$ cat config.mk
export PLATFORM = sky130hd
export DESIGN_NAME = glitch_cmd_decoder
export DESIGN_NICKNAME = d
export VERILOG_FILES = /design/src/rtl/glitch_cmd_decoder.sv
export SDC_FILE = /design/constraint.sdc
export NUM_CORES = 1
export LEC_CHECK = 0
export ABC_AREA = 1
export BUFFER_PORTS_ARGS = -buffer_cell sky130_fd_sc_hd__clkbuf_2
export CAP_MARGIN = 10
export CELL_PAD_IN_SITES_DETAIL_PLACEMENT = 0
export CELL_PAD_IN_SITES_GLOBAL_PLACEMENT = 1
export CORE_UTILIZATION = 38
export DETAILED_ROUTE_END_ITERATION = 8
export GPL_ROUTABILITY_DRIVEN = 1
export PLACE_DENSITY = 0.77
export SLEW_MARGIN = 15
export SYNTH_ARGS = -nofsm -noshare
export SYNTH_HDL_FRONTEND = slang
export SYNTH_SLANG_ARGS = --single-unit
$ cat constraint.sdc
create_clock -name clk -period 1.62 [get_ports clk]
set_input_delay 0.162 -clock clk [delete_from_list [all_inputs] [get_ports clk]]
set_output_delay 0.162 -clock clk [all_outputs]
set_load 0.01 [all_outputs]
$ cat src/rtl/glitch_cmd_decoder.sv
// Host command front end: parses the uart_rx byte stream into glitch config registers,
// control strobes and length-prefixed passthrough frames. Optional feature: CMD_TIMEOUT_EN.
module glitch_cmd_decoder #(
  parameter int unsigned WIDTH_W          = 8,
  parameter int unsigned COUNT_W          = 8,
  parameter int unsigned DELAY_BYTES      = 4,
  parameter int unsigned BOARD_RST_CYCLES = 16,
  parameter int unsigned TIMEOUT_CYCLES   = 1200000
) (
  input  logic                     clk,
  input  logic                     rst,
  input  logic [7:0]               in_data,
  input  logic                     in_valid,
  output logic [7:0]               pt_data,
  output logic                     pt_valid,
  input  logic                     pt_rdy,
  output logic [WIDTH_W-1:0]       o_width,
  output logic [COUNT_W-1:0]       o_count,
  output logic [8*DELAY_BYTES-1:0] o_delay,
  output logic                     o_sys_rst,
  output logic                     o_board_rst,
  output logic                     o_glitch_arm,
  output logic                     o_err
);

  localparam int unsigned DELAY_W = 8 * DELAY_BYTES;
  localparam int unsigned BRST_W  = $clog2(BOARD_RST_CYCLES + 1);

  localparam logic [1:0] IDLE = 2'd0;
  localparam logic [1:0] PASS = 2'd1;
  localparam logic [1:0] ESC  = 2'd2;
  localparam logic [1:0] ARG  = 2'd3;

  localparam logic [1:0] SEL_WIDTH = 2'd0;
  localparam logic [1:0] SEL_COUNT = 2'd1;
  localparam logic [1:0] SEL_DELAY = 2'd2;

  logic [1:0]         state_q, state_d;
  logic [7:0]         remain_q, remain_d;
  logic [1:0]         sel_q, sel_d;
  logic [2:0]         dbyte_q, dbyte_d;
  logic [BRST_W-1:0]  brst_cnt_q, brst_cnt_d;
  logic [WIDTH_W-1:0] width_d;
  logic [COUNT_W-1:0] count_d;
  logic [DELAY_W-1:0] delay_d;
  logic [7:0]         pt_data_d;
  logic               pt_valid_d, err_d, sys_rst_d, arm_d;
  logic               timeout_c;

`ifdef CMD_TIMEOUT_EN
  localparam int unsigned TO_W = $clog2(TIMEOUT_CYCLES + 1);
  logic [TO_W-1:0] idle_cnt_q;

  // Inter-byte silence counter, only meaningful mid-command or mid-frame
  always_ff @(posedge clk) begin
    if (rst || state_q == IDLE || in_valid || timeout_c) idle_cnt_q <= '0;
    else                                                 idle_cnt_q <= idle_cnt_q + TO_W'(1);
  end

  assign timeout_c = (state_q != IDLE) && !in_valid &&
                     (idle_cnt_q == TO_W'(TIMEOUT_CYCLES - 1));
`else
  assign timeout_c = 1'b0;
  if (TIMEOUT_CYCLES == 0) begin : g_no_timeout
  end
`endif

  always_ff @(posedge clk) begin
    if (rst) begin
      state_q      <= IDLE;
      remain_q     <= '0;
      sel_q        <= SEL_WIDTH;
      dbyte_q      <= '0;
      brst_cnt_q   <= '0;
      o_width      <= WIDTH_W'(1);
      o_count      <= '0;
      o_delay      <= '0;
      pt_data      <= '0;
      pt_valid     <= 1'b0;
      o_err        <= 1'b0;
      o_sys_rst    <= 1'b0;
      o_glitch_arm <= 1'b0;
      o_board_rst  <= 1'b0;
    end else begin
      state_q      <= state_d;
      remain_q     <= remain_d;
      sel_q        <= sel_d;
      dbyte_q      <= dbyte_d;
      brst_cnt_q   <= brst_cnt_d;
      o_width      <= width_d;
      o_count      <= count_d;
      o_delay      <= delay_d;
      pt_data      <= pt_data_d;
      pt_valid     <= pt_valid_d;
      o_err        <= err_d;
      o_sys_rst    <= sys_rst_d;
      o_glitch_arm <= arm_d;
      o_board_rst  <= (brst_cnt_d != '0);
    end
  end

  // Next-state and register-update decode
  always_comb begin
    state_d    = state_q;
    remain_d   = remain_q;
    sel_d      = sel_q;
    dbyte_d    = dbyte_q;
    width_d    = o_width;
    count_d    = o_count;
    delay_d    = o_delay;
    pt_data_d  = pt_data;
    pt_valid_d = pt_valid & ~pt_rdy;
    err_d      = o_err;
    sys_rst_d  = 1'b0;
    arm_d      = 1'b0;
    brst_cnt_d = (brst_cnt_q != '0) ? brst_cnt_q - BRST_W'(1) : brst_cnt_q;

    if (timeout_c) begin
      state_d = IDLE;
    end else if (in_valid) begin
      case (state_q)
        IDLE: begin
          if (in_data == 8'h00) state_d = ESC;
          else begin
            state_d  = PASS;
            remain_d = in_data;
          end
        end
        PASS: begin
          // A byte arriving on the handshake cycle finds the hold register free
          if (pt_valid && !pt_rdy) begin
            err_d = 1'b1;
          end else begin
            pt_data_d  = in_data;
            pt_valid_d = 1'b1;
          end
          remain_d = remain_q - 8'd1;
          if (remain_q == 8'd1) state_d = IDLE;
        end
        ESC: begin
          state_d = IDLE;
          case (in_data)
            8'hFF: sys_rst_d  = 1'b1;
            8'hFE: brst_cnt_d = BRST_W'(BOARD_RST_CYCLES);
            8'hFC: arm_d      = 1'b1;
            8'h10: begin
              state_d = ARG;
              sel_d   = SEL_WIDTH;
            end
            8'h11: begin
              state_d = ARG;
              sel_d   = SEL_COUNT;
            end
            default: begin
              if (in_data[7:3] == 5'b00100 && 32'(in_data[2:0]) < DELAY_BYTES) begin
                state_d = ARG;
                sel_d   = SEL_DELAY;
                dbyte_d = in_data[2:0];
              end else begin
                err_d = 1'b1;
              end
            end
          endcase
        end
        ARG: begin
          state_d = IDLE;
          case (sel_q)
            SEL_WIDTH: width_d = WIDTH_W'(in_data);
            SEL_COUNT: count_d = COUNT_W'(in_data);
            SEL_DELAY: begin
              for (int k = 0; k < int'(DELAY_BYTES); k++) begin
                if (dbyte_q == 3'(k)) delay_d[8*k +: 8] = in_data;
              end
            end
            default: ;
          endcase
        end
        default: state_d = IDLE;
      endcase
    end
  end

endmodule
==> results_dict.tcl <==
set metrics [dict create \
    holdCritStartpoint "in_data[0]" \
    insertion_delay_ns 0.34 \
    fin_crit_ns 1.42 \
    p_total_mw 4.58 \
    setup.worst_path.class "flip-flop to flip-flop" \
    cp_data_arrival_time_ns 1.70 \
    relSlewSlack_pct 75.1 \
    hold_viol 0 \
    drive_gt1_share_pct 19.6 \
    fillCellCount 926 \
    cp-end-kind "flip-flop" \
    die_y_microns 97.1 \
    path_delay_family "simple AND/OR/NAND/NOR gates" \
    postRouteWirelength_mm 8.90 \
    root_buffer "clkbuf_8" \
    gp_congestion 0.872 \
    drv_cap 0 \
    postCtsHoldBufs 0 \
    fin_cells 665 \
    cts_max_level 3 \
    grt_pass1_wl_mm 14.6 \
    skew_ns 0.0105 \
    worst_hold_slack_ns 0.134 \
    cts_resized 0 \
    drc_errors 0 \
    initial_core_util_pct 39.2 \
    first_iter_violations 149 \
    met2WireLength_mm 3.94 \
    syn_avg_cell_area_sq_um 7.20 \
    clk_path_buf_depth 2 \
    cp_cell_sequence "nor2_1, nand3_1, inv_2, o21ai_0, a21oi_1" \
    num_vias 3242 \
    whs_endpoint "o_sys_rst$_SDFF_PP0_" \
    start_kind "flip-flop" \
    ant_nets 0 \
    ys_warn_count 0 \
    synth_top_area_share_pct 47.1 \
    r2r-end "pt_data[4]$_SDFFE_PP0P_" \
    synthSimpleGateAreaFrac_pct 22.5 \
    slew_viol_final 0 \
    r2r_start "state_q[1]$_SDFFE_PP0P_" \
    tns_ns 0 \
    row_count 34 \
    synth_xor_area_share_pct 0.255 \
    diodes 0 \
    synth_top_family_by_area "simple AND/OR/NAND/NOR gates" \
    wl_met1_mm 4.44 \
    reg2regPathDepth 5 \
    synthAdderAreaFrac_pct 1.09 \
    die-width_microns 97.1 \
    clock_sinks 81 \
    place.detailed.hpwl_mm 6.23 \
    hp-class "input pin to flip-flop" \
    grt_usage_pct 19.3 \
    dr.pass1.iters 4 \
    seq_area_frac_synth_pct 47.1 \
    core_sq_um 8760 \
    syn_nets 493 \
    rsz0062_at_grt "no" \
    syn_area_sq_um 3440 \
    nets 567 \
    status "finished clean" \
    syn_inst 478 \
    place_inst 649 \
    p_leak_nw 1.89 \
    clkTransAtPathRegs_ns 0.08 \
    antenna_found_initial 0 \
    top_layer "met4" \
    slowest_delay_ns 0.36 \
    worstPathRequired_ns 1.89 \
    finalCritPeriodShare_pct 87.9 \
    setup_violations 0 \
    slowest_stage "dfxtp_1" \
    cts_tree "yes" \
    powerDensity_nw_per_um2 1110 \
    vdd_drop_max_v 0.000449 \
    cp_max_fo 15 \
    grt_start_max_net_pins 62 \
    mostFrequentLayoutCells "dfxtp_1 (80), nand2_1 (78), clkbuf_2 (72), a21oi_1 (63), o21ai_0 (62)" \
    area_growth_syn_to_layout_pct 20.4 \
    synth_compound_area_share_pct 18.6 \
    portBuffers 72 \
    cts_buffers 9 \
    cts_setup_buffers 0 \
    wire_per_inst_microns 13.4 \
    wl_met3_microns 443 \
    die_area_sq_um 9440 \
    synth_cell_type_count 23 \
    viasPerCell 4.88 \
    final_common_cell "dfxtp_1" \
    grt_pass1_vias 2970 \
    path_buf_inv 1 \
    pin_count 73 \
    synth_top_area_cell "dfxtp_1" \
    ff2ff_setup_slack_ns 0.20 \
    tightestPinTransition_ns 0.373 \
    ys_ff_latch 81 \
    fmax_ghz 0.702 \
    whs_path_depth 3 \
    gr-total-overflow 0 \
    synth.area.top_cells "dfxtp_1 (47%), a21oi_1 (9.2%), o21ai_0 (9.0%), nand2_1 (8.5%), inv_1 (6.5%)" \
    synthMuxAreaShare_pct 0 \
]
[state kept, by name (all words and copies together) (netlist names), 2 cells and up]
signal,cells
o_delay,32
o_count,8
o_width,8
pt_data,8
remain_q,8
brst_cnt_q,5
dbyte_q,3
sel_q,2
state_q,2
[cell usage after synthesis, drive strengths merged]
cell type / n
dfxtp: 81
nand2: 79
a21oi: 63
o21ai: 63
inv: 62
nor2: 55
nand3: 31
buf: 12
clkbuf: 11
nand4: 8
nor3: 8
ha: 3
o211ai: 1
xor2: 1
[kinds of logic after synthesis]
family | after synthesis
and+or+nand+nor | 181
AOI/OAI and AO/OA | 127
buffers and inverters | 85
DFF | 81
adders and majority gates | 3
xor gates and xnor gates | 1
[routing by layer]
layer,track usage [%],up-vias
li1,-,1693
met1,25.6,1470
met2,30.4,75
met3,5.18,4
met4,6.20,0
met5,0,-
[worst max-delay path by stage]
stage | from | to | slack, ns | cells after the start
after floorplan | state_q[1]$_SDFFE_PP0P_ | o_delay[30]$_SDFFE_PP0P_ | 0.31 | 7
after global placement | in_data[7] | remain_q[7]$_SDFFE_PP0P_ | 0.22 | 9
after detailed placement | state_q[0]$_SDFFE_PP0P_ | o_delay[27]$_SDFFE_PP0P_ | 0.19 | 6
after CTS | state_q[0]$_SDFFE_PP0P_ | o_delay[27]$_SDFFE_PP0P_ | 0.18 | 6
after global routing | state_q[1]$_SDFFE_PP0P_ | pt_data[4]$_SDFFE_PP0P_ | 0.008 | 5
final | state_q[1]$_SDFFE_PP0P_ | pt_data[4]$_SDFFE_PP0P_ | 0.20 | 5
[tightest hold or removal path: stages]
cell and delay [ns]:
clkbuf_2 0.14, nand3_1 0.10, nor3_1 0.04
[metrics by stage]
stage / worst slack (ns) / area [sq um] / util [%]
floorplan: 0.307 / 3440 / -
global placement: 0.217 / 3930 / 44.8
detailed placement: 0.194 / 3930 / 44.8
CTS: 0.177 / 4140 / 47.2
global route: 0.00844 / 4140 / 47.3
finish: 0.196 / 4140 / 47.3
[cell type report]
class	instances	area (sq um)	share of cell area, %
Timing Repair Buffer	86	478	11.5
Clock inverter	5	80.1	1.93
Clock buffer	11	131	3.17
Sequential cell	81	1620	39.2
Inverter	62	233	5.62
Multi-Input combinational cell	312	1460	35.3
Tap cell	108	135	3.26
[where the power goes]
part / total (mW) / internal [mW] / switching [mW] / leakage, nW
logic: 0.848 / 0.305 / 0.543 / 1.13
registers: 2.16 / 2.09 / 0.0646 / 0.657
clock network: 1.58 / 0.867 / 0.710 / 0.0995
Power figures use the tool's default switching activity.
